`src/rtl/set_stream_sequencer.sv`:
```
// rtl/set_stream_sequencer.sv - host-memory set walker and template/window streamer for the NCC correlator
//
// Purpose:
//   Walks a host memory image of sets, each laid out as one header word, TEMPLATE_WORDS
//   template words and WINDOW_WORDS window words. Streams the template and window words to
//   the correlator under backpressure, writes each set's result back to host memory and
//   reports run completion or abort through out_flag.
//
// Ports:
//   clk, rst_n             clock, asynchronous active-low reset
//   in_flag                host command word: bit16 start, bit17 abort
//   rd_req, FPGA_wr_en     read / write request, accepted on a cycle with rd_ready high
//   req_addr, write_data   request address and write data, held until accepted
//   rd_data                read data, valid RD_LATENCY cycles after an accepted read
//   flag_we, out_flag      one-cycle status strobe and the status word it publishes
//   str_data, str_tem,     streamed word with its template/window tag,
//   str_win, str_ready     transferred on a cycle with str_ready high
//   res_valid, res_ncc,    correlator result pulse for the current set
//   res_index

module set_stream_sequencer #(
   parameter int                ADDR_W         = 21,
   parameter int                DATA_W         = 32,
   parameter int                TEMPLATE_WORDS = 64,
   parameter int                WINDOW_WORDS   = 1600,
   parameter int                SET_STRIDE     = 1665,
   parameter int                RD_LATENCY     = 1,
   parameter int                MAX_SETS       = 256,
   parameter logic [ADDR_W-1:0] RESULT_BASE    = 21'h1F0000
) (
   input  logic              clk,
   input  logic              rst_n,
   input  logic [31:0]       in_flag,
   input  logic              rd_ready,
   input  logic [DATA_W-1:0] rd_data,
   output logic              rd_req,
   output logic              FPGA_wr_en,
   output logic [ADDR_W-1:0] req_addr,
   output logic [DATA_W-1:0] write_data,
   output logic              flag_we,
   output logic [31:0]       out_flag,
   output logic [DATA_W-1:0] str_data,
   output logic              str_tem,
   output logic              str_win,
   input  logic              str_ready,
   input  logic              res_valid,
   input  logic [63:0]       res_ncc,
   input  logic [11:0]       res_index
);

   localparam int DEPTH = RD_LATENCY + 2;
   localparam int PW    = $clog2(DEPTH);
   localparam int CW    = $clog2(DEPTH + 1);
   localparam int SW    = $clog2(MAX_SETS + 1);
   localparam int WCW   = $clog2(((TEMPLATE_WORDS > WINDOW_WORDS) ? TEMPLATE_WORDS : WINDOW_WORDS) + 1);

   typedef enum logic [3:0] {
      S_IDLE, S_HDR, S_TEMPLATE, S_WINDOW, S_DRAIN,
      S_WAIT_RES, S_WRITE, S_NEXT, S_DONE, S_ABORT
   } state_t;

   // What an in-flight read will be used for once its data lands.
   typedef enum logic [1:0] {K_HDR, K_TEM, K_WIN} kind_t;

   state_t                  state_q, state_d;
   logic [SW-1:0]           set_q, set_d;
   logic [ADDR_W-1:0]       base_q, base_d;
   logic [ADDR_W-1:0]       addr_q, addr_d;
   logic [WCW-1:0]          wcnt_q, wcnt_d;
   logic                    hdr_sent_q, hdr_sent_d;
   logic [CW-1:0]           outst_q, outst_d;
   logic [RD_LATENCY-1:0]   pipe_vld_q, pipe_vld_d;
   kind_t                   pipe_kind_q [RD_LATENCY];
   kind_t                   pipe_kind_d [RD_LATENCY];
   logic [CW-1:0]           fifo_cnt_q, fifo_cnt_d;
   logic [PW-1:0]           rd_ptr_q, rd_ptr_d;
   logic [PW-1:0]           wr_ptr_q, wr_ptr_d;
   logic                    res_pend_q, res_pend_d;
   logic [63:0]             res_ncc_q, res_ncc_d;
   logic [11:0]             res_idx_q, res_idx_d;
   logic                    flag_we_q, flag_we_d;
   logic [31:0]             out_flag_q, out_flag_d;

   // Skid FIFO storage; the top bit tags the entry as a window word.
   logic [DATA_W:0]         fifo_mem [DEPTH];

   logic                    rd_req_c, wr_en_c, acc_rd;
   logic [ADDR_W-1:0]       req_addr_c;
   logic [DATA_W-1:0]       wr_data_c;
   kind_t                   rd_kind;
   logic [DATA_W:0]         head;
   logic                    str_valid, pop, push, room, ret_vld;
   kind_t                   ret_kind;
   logic                    start, abort;

   wire unused_in_flag = ^{in_flag[31:18], in_flag[15:0]};

   function automatic logic [PW-1:0] ptr_inc(input logic [PW-1:0] p);
      return (p == PW'(DEPTH - 1)) ? '0 : p + PW'(1);
   endfunction

   assign start = in_flag[16] & ~in_flag[17];
   assign abort = in_flag[17];

   always_comb begin
      head      = fifo_mem[rd_ptr_q];
      str_valid = (fifo_cnt_q != '0) && (state_q != S_ABORT);
      pop       = str_valid && str_ready;
      ret_vld   = pipe_vld_q[RD_LATENCY-1];
      ret_kind  = pipe_kind_q[RD_LATENCY-1];
      push      = ret_vld && (ret_kind != K_HDR) && (state_q != S_IDLE) && (state_q != S_ABORT);
      // Reads in flight plus words parked must fit in the FIFO, so a stalled
      // correlator can never cause an overflow.
      room      = ({1'b0, outst_q} + {1'b0, fifo_cnt_q}) < (CW + 1)'(DEPTH);
   end

   always_comb begin
      state_d    = state_q;
      set_d      = set_q;
      base_d     = base_q;
      addr_d     = addr_q;
      wcnt_d     = wcnt_q;
      hdr_sent_d = hdr_sent_q;
      res_pend_d = res_pend_q;
      res_ncc_d  = res_ncc_q;
      res_idx_d  = res_idx_q;
      flag_we_d  = 1'b0;
      out_flag_d = out_flag_q;
      rd_req_c   = 1'b0;
      wr_en_c    = 1'b0;
      req_addr_c = addr_q;
      wr_data_c  = '0;
      rd_kind    = K_HDR;

      // A result may arrive before the set's stream has drained; hold it until WAIT_RES.
      if (res_valid && !res_pend_q &&
          (state_q inside {S_HDR, S_TEMPLATE, S_WINDOW, S_DRAIN, S_WAIT_RES})) begin
         res_pend_d = 1'b1;
         res_ncc_d  = res_ncc;
         res_idx_d  = res_index;
      end

      if (abort && (state_q != S_IDLE) && (state_q != S_ABORT)) begin
         state_d = S_ABORT;
      end else begin
         case (state_q)
            S_IDLE: begin
               if (start) begin
                  set_d      = '0;
                  base_d     = '0;
                  addr_d     = '0;
                  hdr_sent_d = 1'b0;
                  res_pend_d = 1'b0;
                  state_d    = S_HDR;
               end
            end
            S_HDR: begin
               if (!hdr_sent_q) begin
                  rd_req_c = 1'b1;
                  rd_kind  = K_HDR;
                  if (rd_ready) hdr_sent_d = 1'b1;
               end else if (ret_vld && (ret_kind == K_HDR)) begin
                  hdr_sent_d = 1'b0;
                  if ((rd_data[7:0] == 8'h00) || (set_q == SW'(MAX_SETS))) begin
                     state_d = S_DONE;
                  end else begin
                     addr_d  = base_q + ADDR_W'(1);
                     wcnt_d  = '0;
                     state_d = S_TEMPLATE;
                  end
               end
            end
            S_TEMPLATE: begin
               if (room) begin
                  rd_req_c = 1'b1;
                  rd_kind  = K_TEM;
                  if (rd_ready) begin
                     addr_d = addr_q + ADDR_W'(1);
                     if (wcnt_q == WCW'(TEMPLATE_WORDS - 1)) begin
                        wcnt_d  = '0;
                        state_d = S_WINDOW;
                     end else begin
                        wcnt_d = wcnt_q + WCW'(1);
                     end
                  end
               end
            end
            S_WINDOW: begin
               if (room) begin
                  rd_req_c = 1'b1;
                  rd_kind  = K_WIN;
                  if (rd_ready) begin
                     addr_d = addr_q + ADDR_W'(1);
                     if (wcnt_q == WCW'(WINDOW_WORDS - 1)) begin
                        wcnt_d  = '0;
                        state_d = S_DRAIN;
                     end else begin
                        wcnt_d = wcnt_q + WCW'(1);
                     end
                  end
               end
            end
            S_DRAIN: begin
               if ((outst_q == '0) && (fifo_cnt_q == '0)) state_d = S_WAIT_RES;
            end
            S_WAIT_RES: begin
               if (res_pend_q) begin
                  res_pend_d = 1'b0;
                  wcnt_d     = '0;
                  state_d    = S_WRITE;
               end
            end
            S_WRITE: begin
               wr_en_c    = 1'b1;
               req_addr_c = RESULT_BASE + ADDR_W'({set_q, 2'b00}) + ADDR_W'(wcnt_q);
               case (wcnt_q)
                  WCW'(0):  wr_data_c = DATA_W'(res_ncc_q[63:32]);
                  WCW'(1):  wr_data_c = DATA_W'(res_ncc_q[31:0]);
                  default:  wr_data_c = DATA_W'(res_idx_q);
               endcase
               if (rd_ready) begin
                  if (wcnt_q == WCW'(2)) begin
                     wcnt_d  = '0;
                     state_d = S_NEXT;
                  end else begin
                     wcnt_d = wcnt_q + WCW'(1);
                  end
               end
            end
            S_NEXT: begin
               set_d   = set_q + SW'(1);
               base_d  = base_q + ADDR_W'(SET_STRIDE);
               addr_d  = base_q + ADDR_W'(SET_STRIDE);
               state_d = S_HDR;
            end
            S_DONE: begin
               flag_we_d  = 1'b1;
               out_flag_d = {16'h0002, 8'h00, 8'(set_q)};
               state_d    = S_IDLE;
            end
            S_ABORT: begin
               // Reads already accepted must land (and be dropped) before the
               // next run may reuse the return path.
               if (outst_q == '0) begin
                  flag_we_d  = 1'b1;
                  out_flag_d = {16'h0004, 8'h00, 8'(set_q)};
                  state_d    = S_IDLE;
               end
            end
            default: state_d = S_IDLE;
         endcase
      end

      acc_rd  = rd_req_c && rd_ready;
      outst_d = outst_q + CW'(acc_rd) - CW'(ret_vld);

      pipe_vld_d = pipe_vld_q;
      for (int i = 0; i < RD_LATENCY; i++) pipe_kind_d[i] = pipe_kind_q[i];
      for (int i = RD_LATENCY - 1; i > 0; i--) begin
         pipe_vld_d[i]  = pipe_vld_q[i-1];
         pipe_kind_d[i] = pipe_kind_q[i-1];
      end
      pipe_vld_d[0]  = acc_rd;
      pipe_kind_d[0] = rd_kind;

      wr_ptr_d   = wr_ptr_q;
      rd_ptr_d   = rd_ptr_q;
      fifo_cnt_d = fifo_cnt_q;
      if (state_q == S_ABORT) begin
         rd_ptr_d   = wr_ptr_q;
         fifo_cnt_d = '0;
      end else begin
         if (push) wr_ptr_d = ptr_inc(wr_ptr_q);
         if (pop)  rd_ptr_d = ptr_inc(rd_ptr_q);
         fifo_cnt_d = fifo_cnt_q + CW'(push) - CW'(pop);
      end
   end

   always_ff @(posedge clk or negedge rst_n) begin
      if (!rst_n) begin
         state_q    <= S_IDLE;
         set_q      <= '0;
         base_q     <= '0;
         addr_q     <= '0;
         wcnt_q     <= '0;
         hdr_sent_q <= 1'b0;
         outst_q    <= '0;
         pipe_vld_q <= '0;
         for (int i = 0; i < RD_LATENCY; i++) pipe_kind_q[i] <= K_HDR;
         fifo_cnt_q <= '0;
         rd_ptr_q   <= '0;
         wr_ptr_q   <= '0;
         res_pend_q <= 1'b0;
         res_ncc_q  <= '0;
         res_idx_q  <= '0;
         flag_we_q  <= 1'b0;
         out_flag_q <= '0;
      end else begin
         state_q    <= state_d;
         set_q      <= set_d;
         base_q     <= base_d;
         addr_q     <= addr_d;
         wcnt_q     <= wcnt_d;
         hdr_sent_q <= hdr_sent_d;
         outst_q    <= outst_d;
         pipe_vld_q <= pipe_vld_d;
         for (int i = 0; i < RD_LATENCY; i++) pipe_kind_q[i] <= pipe_kind_d[i];
         fifo_cnt_q <= fifo_cnt_d;
         rd_ptr_q   <= rd_ptr_d;
         wr_ptr_q   <= wr_ptr_d;
         res_pend_q <= res_pend_d;
         res_ncc_q  <= res_ncc_d;
         res_idx_q  <= res_idx_d;
         flag_we_q  <= flag_we_d;
         out_flag_q <= out_flag_d;
      end
   end

   always_ff @(posedge clk) begin
      if (push) fifo_mem[wr_ptr_q] <= {ret_kind == K_WIN, rd_data};
   end

   assign rd_req     = rd_req_c;
   assign FPGA_wr_en = wr_en_c;
   assign req_addr   = (rd_req_c || wr_en_c) ? req_addr_c : '0;
   assign write_data = wr_en_c ? wr_data_c : '0;
   assign flag_we    = flag_we_q;
   assign out_flag   = out_flag_q;
   assign str_tem    = str_valid && !head[DATA_W];
   assign str_win    = str_valid && head[DATA_W];
   assign str_data   = str_valid ? head[DATA_W-1:0] : '0;

endmodule
```
`config.mk`:
```
export PLATFORM = sky130hd
export DESIGN_NAME = set_stream_sequencer
export DESIGN_NICKNAME = d
export VERILOG_FILES = /design/src/rtl/set_stream_sequencer.sv
export SDC_FILE = /design/constraint.sdc
export NUM_CORES = 1
export LEC_CHECK = 0
export CAP_MARGIN = 5
export CELL_PAD_IN_SITES_DETAIL_PLACEMENT = 1
export CELL_PAD_IN_SITES_GLOBAL_PLACEMENT = 1
export CORE_MARGIN = 2
export CORE_UTILIZATION = 43
export CTS_CLUSTER_DIAMETER = 100
export CTS_CLUSTER_SIZE = 12
export DETAILED_ROUTE_END_ITERATION = 8
export PLACE_DENSITY_LB_ADDON = 0.15
export SETUP_SLACK_MARGIN = 0.02
export SLEW_MARGIN = 20
export SYNTH_ARGS = -nofsm -noshare
export SYNTH_HDL_FRONTEND = slang
export SYNTH_SLANG_ARGS = --single-unit
export TNS_END_PERCENT = 1
```
`constraint.sdc`:
```
create_clock -name clk -period 13.6 [get_ports clk]
set_input_delay 1.36 -clock clk [delete_from_list [all_inputs] [get_ports clk]]
set_output_delay 1.36 -clock clk [all_outputs]
set_load 0.02 [all_outputs]
```
==> metrics.yaml <==
synth:
  netlist_area_mm2: 0.01340
  synth_top_area_frac: 0.3100
  yosysTopAreaCell: "dfrtp_1"
  synth_compound_area_frac: 0.1186
  synthTopCellsByArea: "dfrtp_1 (31%), edfxtp_1 (22%), mux2_2 (6.6%)"
  synth_cell_type_count: 62
  synth_top_family_by_area: "simple AND/OR/NAND/NOR gates"
  yosys.area_share.simple: 0.1448
  synth.avg_cell_area_um2: 10.48
  ys_ff_latch: 265
  synthAdderAreaFrac: 0.02353
  ys.flop_type: "dfrtp_1"
  synth_xor_area_frac: 0.03595
  synthArstFlopShare: 0.6264
  yosysWarnings: 0
  ys_seq_area_frac: 0.5319
  synth_cells: 1279
  synthMuxAreaShare: 0.1008
  synth_edf_count: 99
finish:
  final_layout_size_suffix_gt1_frac: 0.1024
  nNetsFinal: 1622
  final_cell_mix: "clkdlybuf4s50_1 (213), dfrtp_1 (164), nor2_1 (157)"
  final_common_cell: "clkdlybuf4s50_1"
  seqCellArea_mm2: 0.007132
  fin_cells: 1863
  multi_input_area_mm2: 0.005819
  postLayoutCellArea_mm2: 0.01655
  n_fill_cell: 3358
  area_delta_synth_final_pct: 23.52
power_and_ir_drop:
  share_comb_of_total_power: 0.379
  p_int_w: 0.001910
  powerDensity_mw_per_mm2: 183.5
  ir_worst_vdd_mv: 0.1098
  switching_share: 0.3712
  clkPwrFrac: 0.215
  p_leak_nw: 6.540
  switching_power_w: 0.001127
  seq_power_share: 0.406
floorplan:
  core_area_mm2: 0.03067
  die_y_um: 180.5
  die-area_mm2: 0.03259
  initial_core_util: 0.4368
  ios: 267
  die_w_um: 180.5
  row_count: 64
placed_design:
  place_inst: 1819
  place_congestion: 0.8093
  port_buffers: 214
  place_worst_setup_slack_ns: 8.014
  dp_hpwl_um: 24550
  place_area_mm2: 0.01578
route:
  drc: 0
  vias_per_cell: 5.513
  wl_per_cell_um: 19.57
  route.vias.total: 10270
  firstDrtPassIters: 4
  ant_nets: 0
  drt_iter0_drc: 581
  routed_wirelength_um: 36470
cts:
  cts_buffer_depth: 3
  post_cts_resized: 0
  cts_buffers: 26
  cts_root_buf: "clkbuf_16"
  cts.clk_slew.worst_paths_ns: 0.06
  cts_tree: "done"
  clock_latency_ns: 0.54
  h-tree-depth: 1
  clock_sinks: 265
  postCtsSetupRepairBufs: 0
  cts_hold_buffers: 0
global_routing:
  antenna_found_initial: 2
  grt.total_usage: 0.2210
  grt_max_degree: 104
  grt_first_pass_wirelength_um: 58740
  grt_pass1_vias: 10640
  grt-ovfl-total: 0
job:
  maxCapViolations: 0
worst_setup_path:
  cp_top_family: "simple AND/OR/NAND/NOR gates"
  end_kind: "primary output"
  crit_chain: "clkdlybuf4s50_1 -> nor3_1 -> and2_1 -> nand2_1 -> o21ai_0 -> clkdlybuf4s50_1"
  path_max_fanout: 23
  worst-setup-path-type: "in2out"
  crit_top_cell: "clkdlybuf4s50_1"
  crit_slowest_cell: "and2_1"
  start_kind: "input pin"
  cp.buffers_inverters: 2
  cpPeakStageDelay_ns: 0.91
  required_ns: 12.24
  cp_data_arrival_time_ns: 4.32
sta:
  finalCriticalPeriod_ns: 5.683
  whs_ns: 0.4789
  setup_viol: 0
  final_hold_viol_count: 0
  tightest_slew_ns: 1.095
  finalSetupTns_ns: 0
  grt_setup_unrepaired: "false"
  fmax_ghz: 0.1760
  fin_ws_ns: 7.917
  drv_slew: 0
  skew_ns: 0.01813
  fin_crit_sh: 0.4179
  relSlewSlack: 0.2699
outcome:
  outcome: "finished clean"
hold_path:
  min_path_type: "reg2reg"
## stage by stage
stage | utilization | power (W)
after CTS | 0.5381 | 0.003070
after global placement | 0.5145 | 0.002357
after global routing | 0.5396 | 0.003238
after floorplan | - | 0.001968
after detailed placement | 0.5145 | 0.002406
final | 0.5396 | 0.003037
## cells in the mapped netlist, types with 3 or more instances
master    instances
a31oi_1           8
o221ai_1          7
mux2i_1          46
o31ai_1           8
nor2_1          158
ha_1             22
o21a_1            4
nand2b_1          3
a221o_1           3
a32o_1            3
a21o_1            8
nor2b_1           6
buf_2            17
nand4_1          15
nor4_1            4
nand2_1         130
edfxtp_1         99
and2_1           11
nor3_1            9
nor3b_1           7
a21oi_1          91
xor2_1           26
nand3_1          42
dfrtp_1         166
and3_1           14
o211ai_1          3
o21ai_1          18
clkbuf_1         56
inv_1            18
buf_1            11
mux2_2           79
or3_1             7
a22oi_1          38
xnor2_1          29
nor4b_1           3
o21ai_0          50
a22o_1            6
buf_4            23
## routing by layer
layer / routed length, um / vias up / GRT usage
met1: 15580 / 5192 / 0.2872
met5: 0 / - / 0
met4: 724 / 0 / 0.05161
li1: - / 4835 / -
met3: 1288 / 48 / 0.02809
met2: 18870 / 195 / 0.3931
## final cells by class
cell class,instances,share of cell area
diodes,2,0.0003024
clock buffers,38,0.04204
clock inverters,2,0.001663
inverters,19,0.004310
multi-input cells,908,0.3517
flip-flops and latches,265,0.4310
well taps,396,0.02994
repair buffers,233,0.1391
## cell families (layout without fill, tap and decap cells)
kind of cell / after synthesis / in the layout
buf+inv: 127 / 292
simple gates: 423 / 423
flops: 265 / 265
other cells: 1 / 24
compound gates: 259 / 259
xor+xnor: 55 / 55
fa+ha+maj: 24 / 24
mux: 125 / 125
## power by group through the flow
stage	clock network (W)	logic [W]	registers, W
floorplan	0	0.000833	0.00113
global placement	0	0.00112	0.00123
detailed placement	0	0.00116	0.00125
CTS	0.000672	0.00117	0.00123
global route	0.000701	0.00127	0.00127
finish	0.000653	0.00115	0.00123
## path summary, 6_finish.rpt
check,startpoint,to,slack [ns],cells after the start
setup reg to reg,fifo_cnt_q[0],outst_q[1],9.86,12
hold reg to reg,out_flag[2],out_flag[2],0.48,2
max in group asynchronous,rst_n,res_ncc_q[43],11.20,2
setup / recovery,in_flag[17],req_addr[0],7.92,6
min in group asynchronous,rst_n,addr_q[3],0.90,1
hold / removal,out_flag[2],out_flag[2],0.48,2
## sequential cells by signal (all words and copies together) (netlist names), 4 cells and up
| register | flops |
|---|---|
| base_q | 21 |
| res_idx_q | 12 |
| fifo_mem | 99 |
| addr_q | 21 |
| state_q | 4 |
| set_q | 9 |
| wcnt_q | 11 |
| res_ncc_q | 64 |
| out_flag | 10 |
## worst register-to-register path: cells and delay by family, from the launching register on
family / cells / cell delay (ns)
AO/OA/AOI/OAI: 2 / 0.55
XOR/XNOR: 2 / 0.31
adder cells (fa/ha/maj): 4 / 1.16
buffers and inverters: 1 / 0.04
flip-flops: 1 / 0.44
AND/OR/NAND/NOR: 3 / 1.15
Power figures use the tool's default switching activity.
